==> src/rtl/mux_scan_serializer.sv <==
// -----------------------------------------------------------------------------
// mux_scan_serializer
//
// Scans an 8-bit word through an external 8:1 mux, one index per bit, and
// presents each captured mux output as one bit of a serial valid/ready stream.
// A word is accepted in IDLE, then the block alternates DRIVE (one cycle for
// the mux to settle on the new sel_out) and OUT (hold the captured bit until
// the downstream handshake) eight times before returning to IDLE.
//
// State table
//   state | meaning
//   IDLE  | waiting for a word; load_ready high
//   DRIVE | mux settling on i_out/sel_out; y_in captured at the ending edge
//   OUT   | ser_data valid, held until ser_valid && ser_ready
//
// Ports
//   clk         rising-edge clock for all state
//   rst_n       asynchronous active-low reset
//   load_valid  upstream offers load_data
//   load_data   8-bit word to scan
//   load_ready  word accepted when high (only in IDLE, registered)
//   i_out       registered word driving mux data inputs I[7:0]
//   sel_out     registered mux select
//   y_in        mux output Y (combinational from i_out/sel_out)
//   ser_valid   ser_data holds a captured bit
//   ser_data    captured bit
//   ser_ready   downstream accepts ser_data
//   frame_last  marks the 8th bit of a frame
//   parity_out  running XOR of bits captured in the current frame
//   busy        high whenever the FSM is not in IDLE
//
// Parameter
//   MSB_FIRST   0: scan sel 0..7, 1: scan sel 7..0
// -----------------------------------------------------------------------------
module mux_scan_serializer #(
  parameter bit MSB_FIRST = 1'b0
) (
  input  logic       clk,
  input  logic       rst_n,
  input  logic       load_valid,
  input  logic [7:0] load_data,
  output logic       load_ready,
  output logic [7:0] i_out,
  output logic [2:0] sel_out,
  input  logic       y_in,
  output logic       ser_valid,
  output logic       ser_data,
  input  logic       ser_ready,
  output logic       frame_last,
  output logic       parity_out,
  output logic       busy
);

  typedef enum logic [1:0] {
    IDLE  = 2'b00,
    DRIVE = 2'b01,
    OUT   = 2'b10
  } state_t;

  localparam logic [2:0] SEL_START = MSB_FIRST ? 3'd7 : 3'd0;

  state_t     state;
  logic [2:0] bit_cnt;

  // load_ready is registered as "next state is IDLE", so it is low for the
  // first cycle out of reset and rises on the same edge that enters IDLE.
  always_ff @(posedge clk or negedge rst_n) begin
    if (!rst_n) begin
      state      <= IDLE;
      bit_cnt    <= 3'd0;
      i_out      <= 8'd0;
      sel_out    <= 3'd0;
      ser_valid  <= 1'b0;
      ser_data   <= 1'b0;
      frame_last <= 1'b0;
      parity_out <= 1'b0;
      load_ready <= 1'b0;
      busy       <= 1'b0;
    end else begin
      case (state)
        IDLE: begin
          load_ready <= 1'b1;
          busy       <= 1'b0;
          if (load_valid && load_ready) begin
            i_out      <= load_data;
            sel_out    <= SEL_START;
            bit_cnt    <= 3'd0;
            parity_out <= 1'b0;
            load_ready <= 1'b0;
            busy       <= 1'b1;
            state      <= DRIVE;
          end
        end

        DRIVE: begin
          // Mux has had one full cycle to settle on the current sel_out.
          ser_data   <= y_in;
          parity_out <= parity_out ^ y_in;
          ser_valid  <= 1'b1;
          frame_last <= (bit_cnt == 3'd7);
          state      <= OUT;
        end

        OUT: begin
          if (ser_valid && ser_ready) begin
            ser_valid <= 1'b0;
            if (bit_cnt == 3'd7) begin
              // parity_out keeps the frame parity until the next load.
              frame_last <= 1'b0;
              load_ready <= 1'b1;
              busy       <= 1'b0;
              state      <= IDLE;
            end else begin
              bit_cnt <= bit_cnt + 3'd1;
              sel_out <= MSB_FIRST ? (sel_out - 3'd1) : (sel_out + 3'd1);
              state   <= DRIVE;
            end
          end
        end

        default: begin
          // Unused encoding: drop any partial frame and return to IDLE.
          ser_valid  <= 1'b0;
          frame_last <= 1'b0;
          load_ready <= 1'b1;
          busy       <= 1'b0;
          state      <= IDLE;
        end
      endcase
    end
  end

endmodule
==> config.mk <==
export PLATFORM = sky130hd
export DESIGN_NAME = mux_scan_serializer
export DESIGN_NICKNAME = d
export VERILOG_FILES = /design/src/rtl/mux_scan_serializer.sv
export SDC_FILE = /design/constraint.sdc
export NUM_CORES = 1
export LEC_CHECK = 0
export ABC_CLOCK_PERIOD_IN_PS = 2800
export BUFFER_PORTS_ARGS = -buffer_cell sky130_fd_sc_hd__buf_2
export CORE_MARGIN = 2
export CORE_UTILIZATION = 50
export DETAILED_ROUTE_END_ITERATION = 16
export GPL_TIMING_DRIVEN = 0
export PLACE_DENSITY_LB_ADDON = 0.08
export SYNTH_ARGS = -nofsm -noshare
export SYNTH_HDL_FRONTEND = slang
export SYNTH_SLANG_ARGS = --single-unit
export TNS_END_PERCENT = 5
==> constraint.sdc <==
create_clock -name clk -period 2.8 [get_ports clk]
set_clock_uncertainty 0.1 [all_clocks]
set_input_delay 0.14 -clock clk [delete_from_list [all_inputs] [get_ports clk]]
set_output_delay 0.14 -clock clk [all_outputs]
set_load 0.01 [all_outputs]
==> impl_metrics.json <==
{
  "max-cap-violations": 0,
  "syn_inst": 102,
  "flop_to_flop_setup_slack_ns": 0.97,
  "fin_hold_ws_ns": 0.0148,
  "timing.hold.worst.class": "primary input to register",
  "initial_utilization_pct": 52.8,
  "placed_cells": 158,
  "powerDensity_nw_per_um2": 391,
  "ys_types": 24,
  "post_cts_resized": 0,
  "grt_first_pass_wirelength_um": 3680,
  "clock_tree_from_tritoncts": "done",
  "regToRegEndpoint": "bit_cnt[1]",
  "relSlewSlack_pct": 67.8,
  "worstPathArrival_ns": 1.97,
  "die_area_um2": 2430,
  "final_layout_size_suffix_gt1_share_pct": 29.0,
  "synth.cell_area_um2": 1030,
  "crit_path_start": "bit_cnt[0]",
  "setup_viol": 0,
  "drcViolationCount": 0,
  "dieHeight_um": 49.3,
  "fin_setup_tns_ns": 0,
  "timing_worst_slew_pin_value_ns": 0.484,
  "total_power_uw": 524,
  "first_global_vias": 858,
  "cp-start-kind": "register",
  "place.gp.congestion": 0.741,
  "r2r-start": "bit_cnt[0]",
  "pin_count": 30,
  "cts_max_path_buffers": 2,
  "post-synth-top-area-cell": "sky130_fd_sc_hd__dfrtp_1",
  "timing.critical_path.to_type": "register",
  "run_status": "finished clean",
  "clk_transition_reported_paths_ns": 0.12,
  "postSynthRegisterBits": 22,
  "crit_type": "register to register",
  "first_iter_violations": 16,
  "grt_start_max_net_pins": 23,
  "final_hold_viol_count": 0,
  "cts_inserted_buffers": 3,
  "post_cts_buffers": 0,
  "postLayoutCoreUtil_pct": 69.1,
  "number_of_diodes_added_for_antenna_fixing": 0,
  "grt_antenna_before_repair": 0,
  "post_synth_main_area_contributors": "sky130_fd_sc_hd__dfrtp_1 54%, sky130_fd_sc_hd__nand2_1 12%, sky130_fd_sc_hd__mux2i_1 4.9%",
  "drt_first_pass_iters": 4,
  "drv_slew": 0,
  "syn-num-nets": 118,
  "flow.area_growth_from_synthesis_pct": 30.7,
  "vias": 851,
  "crit_top_cell": "sky130_fd_sc_hd__ha_1",
  "ff2ff_path_depth": 5,
  "crit_fanout": 6,
  "io_buffers": 29,
  "route.final.wire_length_um": 2010,
  "ant_nets": 0,
  "groute.usage.overall_pct": 20.0,
  "wire_per_inst_um": 11.7,
  "timing.critical_path.cells": "ha_1 > ha_1 > nand3b_1 > nor2_1 > mux2i_1",
  "clkSinkCount": 22,
  "max-vdd-ir-drop_mv": 0.329,
  "cts.root.buffer_cell": "sky130_fd_sc_hd__clkbuf_4",
  "synth-edff-count": 0,
  "ys_seq_area_share_pct": 53.7,
  "post-dp-hpwl_um": 1400,
  "synth_top_flop_cell": "sky130_fd_sc_hd__dfrtp_1",
  "total_leakage_power_nw": 0.707,
  "via_per_inst": 4.95,
  "timing.final.crit_share_pct": 65.4,
  "grt_setup_unrepaired": "false",
  "chip_width_um": 49.3,
  "design.final.nets": 162,
  "critPathMaxStageDelay_ns": 0.43,
  "fp.coreArea_um2": 1940,
  "synth.yosys.warnings": 0,
  "synthDominantCellAreaShare_pct": 53.7,
  "syn-mean-instance-area_um2": 10.1,
  "cpMaxStageDelayCell": "sky130_fd_sc_hd__dfrtp_1",
  "layoutNonFillerInstCount": 172,
  "postSynth.asyncResetShare_pct": 100,
  "fp-row-count": 16,
  "final_period_minus_worst_setup_slack_ns": 1.83,
  "grt-ovfl-total": 0,
  "cts_htree_levels": 1,
  "fmaxAchievable_mhz": 546,
  "clk_latency_worst_skew_pair_ns": 0.32,
  "endpoint_of_the_worst_setup_timing_path": "bit_cnt[1]",
  "worst-endpoint-required_ns": 2.94
}
power by group:
group          total [mW]  internal (mW)  switching [mW]
clock network       0.176         0.0796          0.0967
registers           0.319          0.318        0.000263
logic              0.0294         0.0170          0.0124
area by class of cell:
| class | count | area, µm² |
|---|---|---|
| fill | 160 | 601 |
| sequential | 22 | 551 |
| multi-input combinational | 73 | 444 |
| timing repair buffer | 39 | 245 |
| clock buffer | 4 | 36.3 |
| tap | 27 | 33.8 |
| buffer | 4 | 20.0 |
| inverter | 3 | 11.3 |
per-stage QoR:
stage               cell area [µm²]  worst slack [ns]
floorplan                      1030              1.16
global placement               1200              1.00
detailed placement             1200             0.981
CTS                            1340             0.959
global route                   1340             0.822
finish                         1340             0.970
kinds of logic (layout without fill, tap and decap cells):
| kind of cell | Yosys count | in the layout | synth area share [%] |
|---|---|---|---|
| flip-flops | 22 | 22 | 53.7 |
| multiplexers | 8 | 8 | 8.17 |
| AO/OA/AOI/OAI | 12 | 12 | 8.05 |
| adder cells (fa/ha/maj) | 3 | 3 | 3.66 |
| buffers and inverters | 7 | 50 | 3.05 |
| AND/OR/NAND/NOR | 50 | 50 | 23.4 |
flip-flops by register name (all words and copies together), names as in the netlist:
signal,cells
bit_cnt,3
sel_out,3
frame_last,1
i_out,8
load_ready,1
parity_out,1
busy,1
state,2
ser_valid,1
ser_data,1
critical path, delay by kind of cell (launching register included):
family                     cells  cell delay [ns]
DFF                            1             0.43
adders and majority gates      2             0.43
muxes                          1             0.22
and+or+nand+nor                2             0.58
per-layer routing:
metal | global-route usage, % | vias to the layer above | wire length (µm)
li1 | - | 435 | -
met1 | 23.8 | 394 | 872
met2 | 34.9 | 17 | 1030
met3 | 2.76 | 5 | 57
met4 | 10.0 | 0 | 49
met5 | 0 | - | 0
synth_stat cells, types with 2 or more instances:
cell                       count
sky130_fd_sc_hd__dfrtp_1      22
sky130_fd_sc_hd__buf_2         4
sky130_fd_sc_hd__o21ai_0       3
sky130_fd_sc_hd__nor2_1        3
sky130_fd_sc_hd__inv_1         3
sky130_fd_sc_hd__a21oi_1       2
sky130_fd_sc_hd__mux2_2        3
sky130_fd_sc_hd__mux2i_1       5
sky130_fd_sc_hd__o311ai_0      2
sky130_fd_sc_hd__nand2b_1      3
sky130_fd_sc_hd__nand2_1      32
sky130_fd_sc_hd__ha_1          3
sky130_fd_sc_hd__nand3_1       6
worst min path at each step:
stage / startpoint / endpoint / slack, ns / cells after the start
after floorplan: rst_n / bit_cnt[0] / -0.26 / 0
after global placement: rst_n / i_out[3] / 0.02 / 1
after detailed placement: rst_n / i_out[3] / 0.03 / 1
after CTS: ser_ready / state[1] / 0.006 / 4
after global routing: ser_ready / state[1] / 0.05 / 4
final: ser_ready / state[1] / 0.01 / 4
what timing repair did:
| item | CTS | global route |
|---|---|---|
| hold buffers | 10 | 0 |
| hold endpoints to repair | 31 | 0 |
| endpoints found under the setup margin | 0 | 0 |
layout by cell type (no fill, tap or decap), drive strengths merged, types with 2 or more instances in the layout:
cell	Yosys	routed
o311ai	2	2
dlygate4sd3	0	10
mux2i	5	5
nor2	3	3
inv	3	3
o21ai	3	3
nand3	6	6
clkbuf	0	4
a21oi	2	2
dfrtp	22	22
nand2b	4	4
ha	3	3
nand2	32	32
buf	4	33
mux2	3	3
Note: power is estimated with default switching activity, not from simulation.
